<file path="src/rtl/apb_pkg.sv">
// Shared state encodings and default parameters for the APB arbiter.
package apb_pkg;

    typedef enum logic [1:0] {
        IDLE   = 2'd0,
        SETUP  = 2'd1,
        ACCESS = 2'd2
    } apb_state_t;

    localparam int DEF_DATA_WIDTH    = 32;
    localparam int DEF_ADDR_WIDTH    = 32;
    localparam int DEF_NUM_REQ       = 4;
    localparam int DEF_TIMEOUT_CYCLE = 6;

endpackage

</file>
<file path="src/rtl/apb_rr_arbiter.sv">
// Round-robin grant selection starting at ptr; also yields the pointer
// that follows the winner.
module apb_rr_arbiter
    import apb_pkg::*;
#(
    parameter int NUM_REQ = DEF_NUM_REQ
) (
    input  logic [NUM_REQ-1:0]         req,
    input  logic [$clog2(NUM_REQ)-1:0] ptr,
    output logic [NUM_REQ-1:0]         grant,
    output logic [$clog2(NUM_REQ)-1:0] index,
    output logic [$clog2(NUM_REQ)-1:0] next_ptr
);

    localparam int IW = $clog2(NUM_REQ);

    logic [NUM_REQ-1:0] rot;
    logic               found;
    int                 sum;

    // Rotate so that bit 0 is the requester at ptr, then take the lowest set bit.
    always_comb begin
        rot   = NUM_REQ'({req, req} >> ptr);
        found = 1'b0;
        sum   = 0;
        for (int k = 0; k < NUM_REQ; k++) begin
            if (!found && rot[k]) begin
                found = 1'b1;
                sum   = int'(ptr) + k;
            end
        end
        if (sum >= NUM_REQ) begin
            sum = sum - NUM_REQ;
        end
        index    = IW'(sum);
        grant    = found ? (NUM_REQ'(1) << index) : '0;
        next_ptr = (index == IW'(NUM_REQ - 1)) ? '0 : index + 1'b1;
    end

endmodule

</file>
<file path="src/rtl/apb_arbiter.sv">
// Round-robin APB master shared by NUM_REQ requesters, with access timeout.
// Define APB_SLVERR_EN to add apb_slverr_in and report slave errors.
module apb_arbiter
    import apb_pkg::*;
#(
    parameter int APB_DATA_WIDTH = DEF_DATA_WIDTH,
    parameter int APB_ADDR_WIDTH = DEF_ADDR_WIDTH,
    parameter int NUM_REQ        = DEF_NUM_REQ,
    parameter int TIMEOUT_CYCLE  = DEF_TIMEOUT_CYCLE
) (
    input  logic                              apb_clk_in,
    input  logic                              apb_rst_in,
    input  logic [NUM_REQ-1:0]                req_valid_in,
    input  logic [NUM_REQ*APB_ADDR_WIDTH-1:0] req_addr_in,
    input  logic [NUM_REQ-1:0]                req_write_in,
    input  logic [NUM_REQ*APB_DATA_WIDTH-1:0] req_wdata_in,
    output logic [NUM_REQ-1:0]                req_done_out,
    output logic [APB_DATA_WIDTH-1:0]         req_rdata_out,
    output logic                              req_error_out,
    output logic [APB_ADDR_WIDTH-1:0]         apb_addr_out,
    output logic                              apb_write_out,
    output logic [APB_DATA_WIDTH-1:0]         apb_wdata_out,
    output logic                              apb_psel_out,
    output logic                              apb_penable_out,
`ifdef APB_SLVERR_EN
    input  logic                              apb_slverr_in,
`endif
    input  logic [APB_DATA_WIDTH-1:0]         apb_rdata_in,
    input  logic                              apb_ready_in
);

    localparam int IW = $clog2(NUM_REQ);
    localparam int TW = $clog2(TIMEOUT_CYCLE + 1);

    apb_state_t          state_q, state_d;
    logic [IW-1:0]       ptr_q, ptr_d;
    logic [TW-1:0]       cnt_q, cnt_d;
    logic [NUM_REQ-1:0]  grant_q, grant_d;
    logic [NUM_REQ-1:0]  rr_grant;
    logic [IW-1:0]       rr_index, rr_next;
    logic [APB_ADDR_WIDTH-1:0] addr_d;
    logic [APB_DATA_WIDTH-1:0] wdata_d, rdata_d;
    logic                write_d, psel_d, penable_d, error_d, slverr;
    logic [NUM_REQ-1:0]  done_d;

`ifdef APB_SLVERR_EN
    assign slverr = apb_slverr_in;
`else
    assign slverr = 1'b0;
`endif

    apb_rr_arbiter #(
        .NUM_REQ (NUM_REQ)
    ) u_rr (
        .req      (req_valid_in),
        .ptr      (ptr_q),
        .grant    (rr_grant),
        .index    (rr_index),
        .next_ptr (rr_next)
    );

    always_comb begin
        state_d   = state_q;
        ptr_d     = ptr_q;
        cnt_d     = cnt_q;
        grant_d   = grant_q;
        addr_d    = apb_addr_out;
        write_d   = apb_write_out;
        wdata_d   = apb_wdata_out;
        psel_d    = apb_psel_out;
        penable_d = apb_penable_out;
        done_d    = '0;
        rdata_d   = '0;
        error_d   = 1'b0;
        unique case (state_q)
            IDLE: begin
                cnt_d = '0;
                if (|req_valid_in) begin
                    state_d   = SETUP;
                    ptr_d     = rr_next;
                    grant_d   = rr_grant;
                    addr_d    = req_addr_in[rr_index*APB_ADDR_WIDTH +: APB_ADDR_WIDTH];
                    wdata_d   = req_wdata_in[rr_index*APB_DATA_WIDTH +: APB_DATA_WIDTH];
                    write_d   = req_write_in[rr_index];
                    psel_d    = 1'b1;
                    penable_d = 1'b0;
                end
            end
            SETUP: begin
                state_d   = ACCESS;
                penable_d = 1'b1;
            end
            ACCESS: begin
                // Ready wins over a timeout reached in the same cycle.
                if (apb_ready_in) begin
                    state_d   = IDLE;
                    psel_d    = 1'b0;
                    penable_d = 1'b0;
                    done_d    = grant_q;
                    error_d   = slverr;
                    rdata_d   = (apb_write_out || slverr) ? '0 : apb_rdata_in;
                end else if (cnt_q == TW'(TIMEOUT_CYCLE - 1)) begin
                    state_d   = IDLE;
                    psel_d    = 1'b0;
                    penable_d = 1'b0;
                    done_d    = grant_q;
                    error_d   = 1'b1;
                    cnt_d     = cnt_q + 1'b1;
                end else begin
                    cnt_d = cnt_q + 1'b1;
                end
            end
            default: state_d = IDLE;
        endcase
    end

    always_ff @(posedge apb_clk_in or posedge apb_rst_in) begin
        if (apb_rst_in) begin
            state_q         <= IDLE;
            ptr_q           <= '0;
            cnt_q           <= '0;
            grant_q         <= '0;
            apb_addr_out    <= '0;
            apb_write_out   <= 1'b0;
            apb_wdata_out   <= '0;
            apb_psel_out    <= 1'b0;
            apb_penable_out <= 1'b0;
            req_done_out    <= '0;
            req_rdata_out   <= '0;
            req_error_out   <= 1'b0;
        end else begin
            state_q         <= state_d;
            ptr_q           <= ptr_d;
            cnt_q           <= cnt_d;
            grant_q         <= grant_d;
            apb_addr_out    <= addr_d;
            apb_write_out   <= write_d;
            apb_wdata_out   <= wdata_d;
            apb_psel_out    <= psel_d;
            apb_penable_out <= penable_d;
            req_done_out    <= done_d;
            req_rdata_out   <= rdata_d;
            req_error_out   <= error_d;
        end
    end

endmodule

</file>
<file path="config.mk">
export PLATFORM = sky130hd
export DESIGN_NAME = apb_arbiter
export DESIGN_NICKNAME = d
export VERILOG_FILES = /design/src/rtl/apb_pkg.sv /design/src/rtl/apb_rr_arbiter.sv /design/src/rtl/apb_arbiter.sv
export SDC_FILE = /design/constraint.sdc
export NUM_CORES = 1
export LEC_CHECK = 0
export ABC_AREA = 0
export CORE_AREA = 2 2 156 158
export CTS_BUF_LIST = sky130_fd_sc_hd__clkbuf_2 sky130_fd_sc_hd__clkbuf_4 sky130_fd_sc_hd__clkbuf_8
export DETAILED_ROUTE_END_ITERATION = 12
export DIE_AREA = 0 0 158 160
export PLACE_DENSITY = 0.63
export SETUP_SLACK_MARGIN = 0.3
export SLEW_MARGIN = 20
export SYNTH_ARGS = -nofsm -noshare
export SYNTH_HDL_FRONTEND = slang
export SYNTH_SLANG_ARGS = --single-unit
</file>
<file path="constraint.sdc">
create_clock -name apb_clk_in -period 7.93 [get_ports apb_clk_in]
set_clock_uncertainty 0.1 [all_clocks]
set_input_delay 1.1895 -clock apb_clk_in [delete_from_list [all_inputs] [get_ports apb_clk_in]]
set_output_delay 1.1895 -clock apb_clk_in [all_outputs]
set_load 0.03 [all_outputs]
</file>
# After elaboration in Yosys (flattened, before gate mapping)
# Cells that the tools add are included.
# op_classes
n_addsub	6
eq_ne	7
n_reduce_logical	15
bitwise	0
muxes	34
magnitude_cmp	2
shift	4
n_div	0
mul	0
# ops
op	count
128-bit by 8-bit indexed part select with 32-bit output	2
32-bit two-way mux	6
32-bit by 4-bit >= comparator with 1-bit output, second input constant	1
4-bit two-way mux	4
1-bit two-way mux	12
2-bit two-way mux	6
8-bit by 2-bit right shift with 4-bit output	1
2-bit by 2-bit adder with 3-bit output, second input constant	2
2-bit one-hot mux with 3 select lines	1
3-bit one-hot mux with 2 select lines	1
2-bit AND reduction	3
3-bit AND reduction	2
2-bit equality test, second input constant	2
2-bit inequality test, second input constant	2
4-bit OR reduction	1
1-bit by 2-bit << shifter with 4-bit output, first input constant	1
2-bit by 1-bit adder with 3-bit output, second input constant	1
3-bit by 1-bit adder with 3-bit output, second input constant	1
3-bit equality test, second input constant	1
1-bit logical AND	3
1-bit zero test	3
2-bit by 3-bit less-than comparator with 1-bit output, second input constant	1
3-bit two-way mux	1
3-bit inequality test, second input constant	1
other kinds (9)	9
# word_totals
memories	0
mem_bits_ro	0
input_bits	299
wordCells	80
ram_bits	0
register_bits	115
latch_bits	0

# Logic depth before layout (Yosys ltp)
# logic_depth
word_depth	15
depth_mapped	9

# Hierarchy
# From an unflattened synthesis, not the netlist that was laid out.
# hier_totals
hier_cells	380
hier_area_um2	6403.6
# by_module_without_submodules
mod	area_each_um2	n_inst	cells_each	seq_area_each_um2
apb_arbiter	6183.4	1	349	2877.8
apb_rr_arbiter	220.2	1	31	0.0

# Worst setup path after synthesis
# No wires, ideal clock.
# synth_path
kind	in2reg
startpoint	input port req_valid_in[2]
endpoint	register apb_addr_out[0]
path_slack_ps	5207
required_time_ps	7683
path_stages	8
n_path_buf	2
t_arrival_ps	2476
path_cell_list	mux2_1 a32oi_2 and2_4 inv_4 buf_8 buf_6 a211oi_2 a211oi_2
# synth_between
elab_chain_len	14
word_cells_on_any_way	20
cone_classes	1 x add/sub; 1 x order compare; 2 x shift; 8 x mux; 8 x reduce/logical
# synth_rtl
element	line_no	text
start: declaration	apb_arbiter.sv:13	input logic [NUM_REQ-1:0] req_valid_in,
8-bit by 2-bit right shift with 4-bit output	apb_rr_arbiter.sv:23	rot = NUM_REQ'({req, req} >> ptr);
1-bit two-way mux	apb_rr_arbiter.sv:27	if (!found && rot[k]) begin
1-bit zero test	apb_rr_arbiter.sv:27	
1-bit logical AND	apb_rr_arbiter.sv:27	
1-bit two-way mux	apb_rr_arbiter.sv:27	
1-bit zero test	apb_rr_arbiter.sv:27	
1-bit logical AND	apb_rr_arbiter.sv:27	
1-bit two-way mux	apb_rr_arbiter.sv:27	
1-bit zero test	apb_rr_arbiter.sv:27	
1-bit logical AND	apb_rr_arbiter.sv:27	
32-bit two-way mux	apb_rr_arbiter.sv:27	
32-bit by 4-bit >= comparator with 1-bit output or 2-bit by 1-bit subtractor with 2-bit output (tied branches)	apb_rr_arbiter.sv:32, apb_rr_arbiter.sv:33	
2-bit two-way mux	apb_rr_arbiter.sv:32	if (sum >= NUM_REQ) begin
128-bit by 8-bit indexed part select with 32-bit output	apb_arbiter.sv:82	addr_d = req_addr_in[rr_index*APB_ADDR_WIDTH +: APB_ADDR_WIDTH];
end signal: assignment	apb_arbiter.sv:136	apb_addr_out <= addr_d;
end: declaration	apb_arbiter.sv:20	output logic [APB_ADDR_WIDTH-1:0] apb_addr_out,
# Several ways; a longest one is shown, not always the timed one.
# A chain may end at the register's enable or synchronous reset.

# Worst setup path in the final report
# layout_path
startpoint	input port req_valid_in[2]
endpoint	register apb_wdata_out[13]
# layout_between
elab_chain_len	14
word_cells_on_any_way	20
cone_classes	1 x add/sub; 1 x order compare; 2 x shift; 8 x mux; 8 x reduce/logical
# layout_rtl
element	line_no	text
8-bit by 2-bit right shift with 4-bit output	apb_rr_arbiter.sv:23	
1-bit two-way mux	apb_rr_arbiter.sv:27	
1-bit zero test	apb_rr_arbiter.sv:27	
1-bit logical AND	apb_rr_arbiter.sv:27	
1-bit two-way mux	apb_rr_arbiter.sv:27	
1-bit zero test	apb_rr_arbiter.sv:27	
1-bit logical AND	apb_rr_arbiter.sv:27	
1-bit two-way mux	apb_rr_arbiter.sv:27	
1-bit zero test	apb_rr_arbiter.sv:27	
1-bit logical AND	apb_rr_arbiter.sv:27	
32-bit two-way mux	apb_rr_arbiter.sv:27	
32-bit by 4-bit >= comparator with 1-bit output or 2-bit by 1-bit subtractor with 2-bit output (tied branches)	apb_rr_arbiter.sv:32, apb_rr_arbiter.sv:33	
2-bit two-way mux	apb_rr_arbiter.sv:32	
128-bit by 8-bit indexed part select with 32-bit output	apb_arbiter.sv:83	wdata_d = req_wdata_in[rr_index*APB_DATA_WIDTH +: APB_DATA_WIDTH];
end signal: assignment	apb_arbiter.sv:138	apb_wdata_out <= wdata_d;
end: declaration	apb_arbiter.sv:22	output logic [APB_DATA_WIDTH-1:0] apb_wdata_out,
# Several ways; a longest one is shown, not always the timed one.

==> results.rst <==
.. list-table::
   :header-rows: 1

   * - Metric
     - Value
   * - Clock sink count
     - about 120
   * - Final net count
     - around 1300
   * - Worst supply voltage drop on vdd
     - 0.1728 mV
   * - Adder-cell share of the synthesized area
     - 1.491%
   * - H-Tree Depth
     - 4
   * - Portion of the post-synthesis area used by sequential elements
     - 42.85%
   * - GPL Wtd Cong
     - between 0.7 and 0.8
   * - Post-layout instance area
     - between 10000 and 15000 sq um
   * - Multiplexer share of the synthesized area
     - between 10 and 15%
   * - Count of unique library cells instantiated by Yosys
     - 34
   * - Height of the die
     - 160 um
   * - Number of clock buffers inserted by TritonCTS
     - 17
   * - FILL cells
     - 2249
   * - Overflow after GRT
     - 0
   * - Largest net degree at the start of global routing
     - 70
   * - Clock transition time at the flip-flop clock pins of the worst setup and hold paths
     - approximately 0.07 ns
   * - Post-synthesis xor/xnor area fraction
     - less than 1%
   * - Topmost layer with routed signal wires
     - met4
   * - Initial core utilization
     - between 20% and 30%
   * - Max FO, Critical Path
     - 66
   * - Number of antenna violations at the first check in global routing
     - 1
   * - Internal power of the cells
     - 2.020 mW
   * - Proportion of power drawn by the clock network
     - 17.5%
   * - Most used flip-flop cell after synthesis
     - sky130_fd_sc_hd__dfrtp_1
   * - Worst EP arrival
     - 4.28 ns
   * - Number of global-route vias before repair
     - around 6500
   * - Area of the multi-input gates
     - 3506 sq um
   * - FFs w/ async S/R, synth
     - 100.0%
   * - Nature of the critical path endpoint
     - flip-flop
   * - Run status
     - finished, final reports clean
   * - Path type of the worst min-delay path
     - flip-flop to flip-flop
   * - HPWL Detailed
     - 18040 um
   * - Synthesized net count
     - 914
   * - Number of search-and-repair iterations in the first detailed-routing pass
     - 4
   * - Buffer count from post-CTS setup fixing
     - 0
   * - Setup-violating endpoint count in the final report
     - 0
   * - Post-route antenna net violation count
     - 0
   * - YS warnings
     - 0
   * - Drt first-iter violations
     - 268
   * - Dpl cell area
     - 10930 sq um
   * - Start-to-end type of the worst setup path
     - primary input to flip-flop
   * - Num rows
     - between 50 and 60
   * - Top achievable clock speed
     - 0.2431 GHz
   * - Accumulated negative setup slack
     - 0 ns
   * - Die area
     - ~25000 sq um
   * - Ratio of routed vias to standard cells
     - approximately 4.7
   * - Pleak
     - 4.695 nW
   * - Detailed-route wire length
     - 25600 um
   * - Worst setup SP type
     - primary input
   * - Sequential power share
     - 25.1%
   * - Total power divided by cell area
     - 320.5 nW/um^2
   * - Switching Share
     - 44.56%
   * - #FFs+latches synth
     - 115
   * - Synth-to-Final Area Change
     - 69.29%
   * - Detailed-routed wire length on met2
     - 12550 um
   * - X dimension of the die
     - 158 um
   * - Final period utilization
     - approximately half
   * - Post-Route Hold Slack
     - about 0.38 ns
   * - Skew-Pair Late Insertion Delay
     - ~0.43 ns
   * - GRT Total Usage
     - 20.03%
   * - Gate Count Post-Synth
     - 607
   * - Count of buffers inserted at the top-level ports
     - between 400 and 500
   * - Unrepaired setup endpoints after global routing
     - false
   * - Netlist area before placement
     - 6715 sq um
   * - Per-instance average area after synthesis
     - 11.06 sq um
   * - Number of maximum-capacitance constraint violations
     - 0
   * - Combinational Power Share
     - 57.4%
   * - Post-CTS Hold Fix Bufs
     - 0
   * - Net switching power
     - 1.624 mW
   * - Hold Vio Cnt, Final
     - 0
   * - Via count
     - approximately 6200
   * - TritonCTS clock tree
     - done
   * - Simple-gate share of the synthesized area
     - 15.69%
   * - Detailed-route wire length per cell
     - 19.36 um
   * - Drt drc
     - 0
   * - Total count of max-transition violations in the final report
     - 0
   * - Wire length of the first global-routing pass
     - 38250 um
   * - Amount of wire on met3 after detailed routing
     - between 1500 and 2000 um
   * - Buffer type at the clock tree root
     - sky130_fd_sc_hd__clkbuf_8
   * - Clock Path Buffers
     - 2
   * - Routed met1 length
     - 10570 um
   * - Register area
     - 2878 sq um
   * - Dominant combinational cell family by area after synthesis
     - compound AO/OA/AOI/OAI gates
   * - Count of flip-flops with a built-in enable after synthesis
     - 0
   * - Slew Limit Headroom
     - around a third
   * - Post-cts resize count
     - 0
   * - Fraction of final layout cells with drive strength greater than 1
     - 15.35%
   * - Area fraction in compound gates after synthesis
     - 24.30%
   * - Req. time, crit path
     - around 8.1 ns
   * - Clock period minus worst slack
     - 4.114 ns
   * - Tightest Pin Transition
     - 0.9713 ns
   * - Core Area
     - roughly 24000 sq um
   * - Number of primary I/O pins
     - 403
[sequential cells by signal, summed over array words and instances, names as in the netlist, 2 cells and up]
name and cells:
apb_addr_out 32, apb_wdata_out 32, req_rdata_out 32, grant_q 4
req_done_out 4, cnt_q 3, ptr_q 2, state_q 2
[synth_stat cells (2+ instances only)]
library cell	instances	area (sq um)
sky130_fd_sc_hd__and2_1	36	225.2
sky130_fd_sc_hd__nor2b_1	3	18.77
sky130_fd_sc_hd__o21a_1	2	15.01
sky130_fd_sc_hd__a22o_1	2	17.52
sky130_fd_sc_hd__ha_1	8	100.1
sky130_fd_sc_hd__inv_1	7	26.28
sky130_fd_sc_hd__o21ai_0	8	40.04
sky130_fd_sc_hd__and3_1	65	406.6
sky130_fd_sc_hd__nand2b_1	5	31.28
sky130_fd_sc_hd__buf_1	2	7.510
sky130_fd_sc_hd__a211oi_1	29	217.7
sky130_fd_sc_hd__buf_6	9	101.4
sky130_fd_sc_hd__clkbuf_2	2	10.01
sky130_fd_sc_hd__a21oi_1	6	30.03
sky130_fd_sc_hd__dfrtp_1	115	2878
sky130_fd_sc_hd__clkbuf_1	17	63.81
sky130_fd_sc_hd__nand2_1	22	82.58
sky130_fd_sc_hd__a211oi_2	101	1264
sky130_fd_sc_hd__nor2_1	69	259.0
sky130_fd_sc_hd__buf_4	5	37.54
sky130_fd_sc_hd__buf_8	2	30.03
sky130_fd_sc_hd__buf_2	16	80.08
sky130_fd_sc_hd__mux2i_1	65	650.6
[logic make-up after synthesis]
logic type / count (synthesis)
adder cells (fa/ha/maj): 8
flip-flops: 115
buffers and inverters: 62
AO/OA/AOI/OAI: 152
AND/OR/NAND/NOR: 202
XOR/XNOR: 1
multiplexers: 67
[worst max-delay path, stage by stage]
cell                              delay (ns)
sky130_fd_sc_hd__clkdlybuf4s50_1        0.58
sky130_fd_sc_hd__nand2b_1               0.11
sky130_fd_sc_hd__a21o_2                 0.22
sky130_fd_sc_hd__buf_4                  0.30
sky130_fd_sc_hd__and2_4                 0.30
sky130_fd_sc_hd__inv_6                  0.34
sky130_fd_sc_hd__buf_4                  0.72
sky130_fd_sc_hd__mux2i_1                0.32
sky130_fd_sc_hd__a211oi_2               0.09
[final timing paths]
check / cells past startpoint / from / slack, ns / endpoint
worst max-delay path: 9 / req_valid_in[2] / 3.82 / apb_wdata_out[13]
worst min-delay path: 2 / grant_q[0] / 0.38 / grant_q[0]
worst max register to register: 8 / ptr_q[1] / 4.53 / apb_wdata_out[13]
worst min register to register: 2 / grant_q[0] / 0.38 / grant_q[0]
max in group asynchronous: 3 / apb_rst_in / 5.19 / cnt_q[1]
min in group asynchronous: 2 / apb_rst_in / 1.09 / req_rdata_out[16]
[cell type report]
class | instances | share of cell area (%)
timing repair buffer | 412 | 36.06
clock inverter | 14 | 1.750
inverter | 8 | 0.3302
tap | 324 | 3.566
sequential | 115 | 25.31
antenna | 1 | 0.02201
multi-input combinational | 430 | 30.84
clock buffer | 18 | 2.124
[power by group through the flow]
stage          Sequential [mW]  Combinational (mW)  Clock, mW
6_report                 0.913                2.09      0.637
5_1_grt                  0.939                2.26      0.681
4_1_cts                  0.915                2.12      0.660
3_5_place_dp             0.920                2.11          0
3_3_place_gp             0.919                2.11          0
2_1_floorplan             1.26                1.03          0
[per-layer routing]
layer / global-route usage, % / vias up
met5: 0 / -
met4: 5.938 / 0
met3: 5.726 / 29
met2: 34.09 / 249
met1: 24.48 / 2991
li1: - / 2974
[cell usage in the layout (no fill, tap or decap), drive strengths merged, types with 3 or more instances in the layout]
cell	count
a211oi	130
mux2i	65
o21ai	8
and3	65
nand2	22
clkinv	4
clkdlybuf4s50	402
nor2	69
nand2b	5
inv	13
ha	8
a21oi	6
buf	10
bufinv	4
dfrtp	115
nor2b	3
and2	37
clkbuf	18
[through the flow]
stage | util [%] | cells | total power, mW | setup WS, ns
2_1_floorplan | - | 607 | 2.287 | 3.596
3_5_place_dp | 45.87 | 1289 | 3.035 | 3.354
5_1_grt | 47.72 | 1321 | 3.880 | 3.643
6_report | 47.73 | 1322 | 3.644 | 3.816
3_3_place_gp | 45.87 | 1289 | 3.025 | 3.398
4_1_cts | 47.72 | 1321 | 3.694 | 3.832
Note: power is estimated with default switching activity, not from simulation.
